[config.mk]
export PLATFORM = sky130hd
export DESIGN_NAME = reg_access_master
export DESIGN_NICKNAME = d
export VERILOG_FILES = /design/src/rtl/reg_access_master_pkg.sv /design/src/rtl/reg_access_master.sv
export SDC_FILE = /design/constraint.sdc
export NUM_CORES = 1
export LEC_CHECK = 0
export ABC_AREA = 0
export CAP_MARGIN = 20
export CORE_MARGIN = 4
export CORE_UTILIZATION = 40
export CTS_CLUSTER_SIZE = 30
export DETAILED_ROUTE_END_ITERATION = 10
export PLACE_DENSITY = 0.75
export SYNTH_ARGS = -nofsm -noshare
export SYNTH_HDL_FRONTEND = slang
export SYNTH_SLANG_ARGS = --single-unit
[constraint.sdc]
create_clock -name clk -period 1.4 [get_ports clk]
set_clock_uncertainty 0.05 [all_clocks]
set_input_delay 0.14 -clock clk [delete_from_list [all_inputs] [get_ports clk]]
set_output_delay 0.14 -clock clk [all_outputs]
set_load 0.005 [all_outputs]
[src/rtl/reg_access_master_pkg.sv]
`default_nettype none
// ============================================================================
// Module   : reg_access_master_pkg
// Purpose  : Shared definitions for the register access master and the
//            16-bit storage register it drives: FSM state encoding, the
//            default data width and the rw encoding on the register port.
// Revision : 1.0 - initial release
// ============================================================================
package reg_access_master_pkg;

    // Default data width, which matches the storage register.
    localparam int REG_WIDTH = 16;

    // Encoding of the register rw input.
    localparam logic RW_WRITE = 1'b1;
    localparam logic RW_READ  = 1'b0;

    // Transaction sequencer states.
    typedef enum logic [2:0] {
        IDLE = 3'd0,
        WR   = 3'd1,
        RD   = 3'd2,
        CAP  = 3'd3,
        RESP = 3'd4
    } state_t;

endpackage
`default_nettype wire

[src/rtl/reg_access_master.sv]
`default_nettype none
// ============================================================================
// Module   : reg_access_master
// Purpose  : Initiator for the 16-bit read/write storage register. It accepts
//            one request at a time (write, read, or write with readback
//            verify), sequences the register's one-cycle write and registered
//            read, and returns a response. It also keeps a count of completed
//            responses and a sticky verify-error flag.
// Ports    : clk, reset            - clock, async active-high reset
//            req_valid/req_ready   - request handshake
//            req_write/req_verify  - request kind
//            req_data              - write data
//            resp_valid/resp_ready - response handshake
//            resp_data/resp_err    - response payload
//            err_sticky            - any verify mismatch since reset
//            txn_count             - completed response handshakes (wraps)
//            reg_rw/reg_ip/reg_op  - storage register interface
// Revision : 1.0 - initial release
// ============================================================================
module reg_access_master
    import reg_access_master_pkg::*;
#(
    parameter int WIDTH = REG_WIDTH,
    parameter int CNT_W = 8
) (
    input  logic             clk,
    input  logic             reset,
    input  logic             req_valid,
    output logic             req_ready,
    input  logic             req_write,
    input  logic             req_verify,
    input  logic [WIDTH-1:0] req_data,
    output logic             resp_valid,
    input  logic             resp_ready,
    output logic [WIDTH-1:0] resp_data,
    output logic             resp_err,
    output logic             err_sticky,
    output logic [CNT_W-1:0] txn_count,
    output logic             reg_rw,
    output logic [WIDTH-1:0] reg_ip,
    input  logic [WIDTH-1:0] reg_op
);

    state_t           state;
    state_t           state_next;

    logic [WIDTH-1:0] lat_data;
    logic             lat_write;
    logic             lat_verify;

    // Verify compare is only meaningful in CAP of a verify transaction.
    logic             mismatch;
    assign mismatch = lat_verify && (reg_op != lat_data);

    // ------------------------------------------------------------------
    // State register
    // ------------------------------------------------------------------
    always_ff @(posedge clk or posedge reset) begin
        if (reset) begin
            state <= IDLE;
        end else begin
            state <= state_next;
        end
    end

    // ------------------------------------------------------------------
    // Next-state and Moore outputs
    // ------------------------------------------------------------------
    always_comb begin
        state_next = state;
        req_ready  = 1'b0;
        resp_valid = 1'b0;
        reg_rw     = RW_READ;
        case (state)
            IDLE: begin
                req_ready = 1'b1;
                if (req_valid) begin
                    state_next = req_write ? WR : RD;
                end
            end
            WR: begin
                reg_rw     = RW_WRITE;
                state_next = lat_verify ? RD : RESP;
            end
            RD: begin
                state_next = CAP;
            end
            CAP: begin
                state_next = RESP;
            end
            RESP: begin
                resp_valid = 1'b1;
                if (resp_ready) begin
                    state_next = IDLE;
                end
            end
            default: begin
                state_next = IDLE;
            end
        endcase
    end

    // ------------------------------------------------------------------
    // Request latch, response payload, counter and sticky error
    // ------------------------------------------------------------------
    always_ff @(posedge clk or posedge reset) begin
        if (reset) begin
            lat_data   <= '0;
            lat_write  <= 1'b0;
            lat_verify <= 1'b0;
            resp_data  <= '0;
            resp_err   <= 1'b0;
            err_sticky <= 1'b0;
            txn_count  <= '0;
        end else begin
            case (state)
                IDLE: begin
                    if (req_valid) begin
                        lat_data   <= req_data;
                        lat_write  <= req_write;
                        // Verify only applies to writes.
                        lat_verify <= req_verify & req_write;
                    end
                end
                WR: begin
                    // A plain write answers with the data it wrote.
                    if (!lat_verify) begin
                        resp_data <= lat_data;
                        resp_err  <= 1'b0;
                    end
                end
                CAP: begin
                    // reg_op now reflects the read issued in RD.
                    resp_data <= reg_op;
                    resp_err  <= mismatch;
                    if (mismatch) begin
                        err_sticky <= 1'b1;
                    end
                end
                RESP: begin
                    if (resp_ready) begin
                        txn_count <= txn_count + CNT_W'(1);
                    end
                end
                default: begin
                end
            endcase
        end
    end

    // The register sees the latched data for the whole transaction.
    assign reg_ip = lat_data;

endmodule
`default_nettype wire
==> metrics <==
first-pass GRT wire length=9418 um; switch share=0.3332; Post-DP Area=3287 sq um; CTS sink cnt=46; Crit. End Element=flop; Flop pwr share=0.296; Worst setup SP type=flop; synth unique cells=31; Req. time, crit path=1.53 ns; DR iter-0 viols=68; Seq/Total Area, Yosys=0.5210; DR vias/cell=4.901; FMAX=626.3 MHz; H-tree Lvls=2; WL/cell=15.86 um; Post-Synth XOR/XNOR Area=0.09117; IO Pins=83; Pre-Repair DR Iteration Count=4; Max rail drop VDD=0.001009 V; RSZ-0062 raised after global routing=yes; # fillers=368; antenna viol nets, final=0; area growth from synthesis to layout=73.10%; internal power=5223 uW; worst slew pin tran=0.2498 ns; post-route core utilization=0.7303; Synth top cells by count=46 x dfrtp_1, 22 x xnor2_1, 20 x nand2_1, 16 x mux2i_1, 10 x o21ai_1; routability congestion estimate=0.7113; die height=82.33 um; fin crit share=1.141; Leakage=0.001896 uW; DRC viols=0; die width=82.33 um; Clk Latency, worst-skew pair=0.29 ns; final hold slack=0.1566 ns; syn_nets=220; Most used DFF post-synth=dfrtp_1; vias after detailed routing=1,887; slew margin rel.=0.8321; placement row count=26; initial antenna violation count=0; dominant cell by count in the synthesized netlist=dfrtp_1; mux cell area share after synthesis=0.1727; synthesized flop and latch total=46; Design Area, Final=3825 sq um; largest area contributor in the netlist=dfrtp_1; total grt overflow=0; Post-Synth Simple-Gate Area=0.1206; Ys Warns=0; Total GRT Usage=0.1877; Post-synth ARST share=1.000; number of synthesized flops with an enable pin=0; Longest Clk Path Bufs=2; vias in the first global route=1,904; share of cells above drive strength 1=0.3429; clock share of power=0.098; Sw Pwr=2610 uW; Power Total=7832 uW; Root Buffer=clkbuf_8; outcome=finished, violations left; Max Fanout on Critical Path=8; hold_buf cts=0; largest family of logic cells by synthesized area=multiplexers; Comb power frac=0.605; largest net degree at the start of global routing=47; Setup CP Type=flop to flop; Avg Inst Size Synth=12.21 sq um; Max Cap Violations=0; clk slew on worst S/H paths=0.08 ns; DIE AREA=6777 sq um; final setup fails=43; final hold vios=0; CTS tree=done; Yosys top cell area share=0.5210; cell count after synthesis=181; TritonCTS Buffers=5; worst setup margin=-0.1968 ns; diode count=0; post-synthesis adder-cell area fraction=0.005663; main area contributors after synthesis=dfrtp_1 52%, xnor2_1 8.7%, mux2i_1 7.2%; dpl hpwl=3913 um; worst min-delay path class=primary input to async pin; nets=354; PwrDens=2048 nW/um^2; routed wire length=6105 um; crit path DAT=1.73 ns; Compound-Gate Fraction of Synth Area=0.05266; # port buffers=82; effective utilization at floorplan=0.4219; Slew Limit Fails=0; core area=5238 sq um; cell area after synthesis=2210 sq um; failing checks=setup timing; fin crit period=1.597 ns
critical path, stage by stage (launching register included):
cell and delay [ns]:
dfrtp_2 0.44, buf_6 0.13, nor3_4 0.18, and2_4 0.24
buf_12 0.15, mux2_4 0.30
sequential cells by signal, summed over array words and instances (netlist names):
signal	cells
err_sticky	1
lat_verify	1
reg_ip	16
resp_data	16
resp_err	1
state	3
txn_count	8
logic make-up (layout without fill, tap and decap cells):
kind of cell	count (synthesis)	count (layout)
flip-flops	46	46
AO/OA/AOI/OAI	22	22
buffers and inverters	10	143
AND/OR/NAND/NOR	46	47
multiplexers	33	33
adder cells (fa/ha/maj)	1	1
XOR/XNOR	23	23
per-layer routing:
layer	up-vias	global-route usage	share of wire
met4	0	0.04817	0.011
met5	-	0	0
met1	917	0.2244	0.41
li1	895	-	-
met3	10	0.05315	0.070
met2	65	0.3301	0.51
cells in the final DEF, fill, tap and decap left out, types with 2 or more instances in the layout:
cell type	netlist	layout
clkbuf_8	0	5
dfrtp_1	46	42
and3_1	2	2
mux2i_1	16	13
nand2_1	20	18
dfrtp_2	0	4
inv_1	3	2
o21ai_1	10	18
mux2_4	8	16
buf_6	3	5
mux2i_2	0	3
dlygate4sd2_1	0	16
and2_4	2	2
nand3_2	0	4
xnor2_1	22	16
nand2_8	1	3
clkdlybuf4s50_1	0	53
buf_16	0	2
dlymetal6s2s_1	0	10
nand4_1	6	6
buf_12	1	5
buf_4	0	39
clkbuf_1	0	2
xnor2_2	0	6
power by group through the flow:
stage                     Clock [uW]  Sequential, uW  Combinational [uW]
final                            771            2320                4740
after detailed placement           0            2390                3710
after global routing             859            2390                5120
after floorplan                    0            2430                1650
after CTS                        795            2280                4540
after global placement             0            2360                3660
metrics by stage:
| stage | worst slack [ns] | setup TNS (ns) | instances |
|---|---|---|---|
| after floorplan | -0.1061 | -0.9118 | 181 |
| after global placement | -0.2156 | -1.817 | 351 |
| after detailed placement | -0.2425 | -2.673 | 351 |
| after CTS | -0.1678 | -3.792 | 383 |
| after global routing | -0.2399 | -6.908 | 385 |
| final | -0.1968 | -4.799 | 385 |
repair_timing:
item / 4_1_cts / 5_1_grt
setup buffers: 23 / 6
resized for setup: 61 / 31
gates cloned: 3 / 1
setup endpoints to repair: 63 / 59
pin swaps: 18 / 21
final timing paths:
path,from,cells after the start,endpoint,slack [ns]
setup / recovery,state[0],5,reg_ip[5],-0.20
hold / removal,reset,3,reg_ip[13],0.16
setup reg to reg,state[0],5,reg_ip[5],-0.20
hold reg to reg,txn_count[7],1,txn_count[7],0.43
max in group asynchronous,reset,3,txn_count[3],0.92
min in group clk,req_verify,3,lat_verify,0.39
area by class of cell:
type                       instances  area, sq um  area share
clock buffer                       7        76.32     0.01995
inverter                           3        11.26    0.002944
multi-input combinational        126         1159      0.3029
sequential                        46         1156      0.3023
tap                               70        87.58     0.02290
timing repair buffer             133         1335      0.3490
No activity file was read; power rests on OpenSTA's default activity.
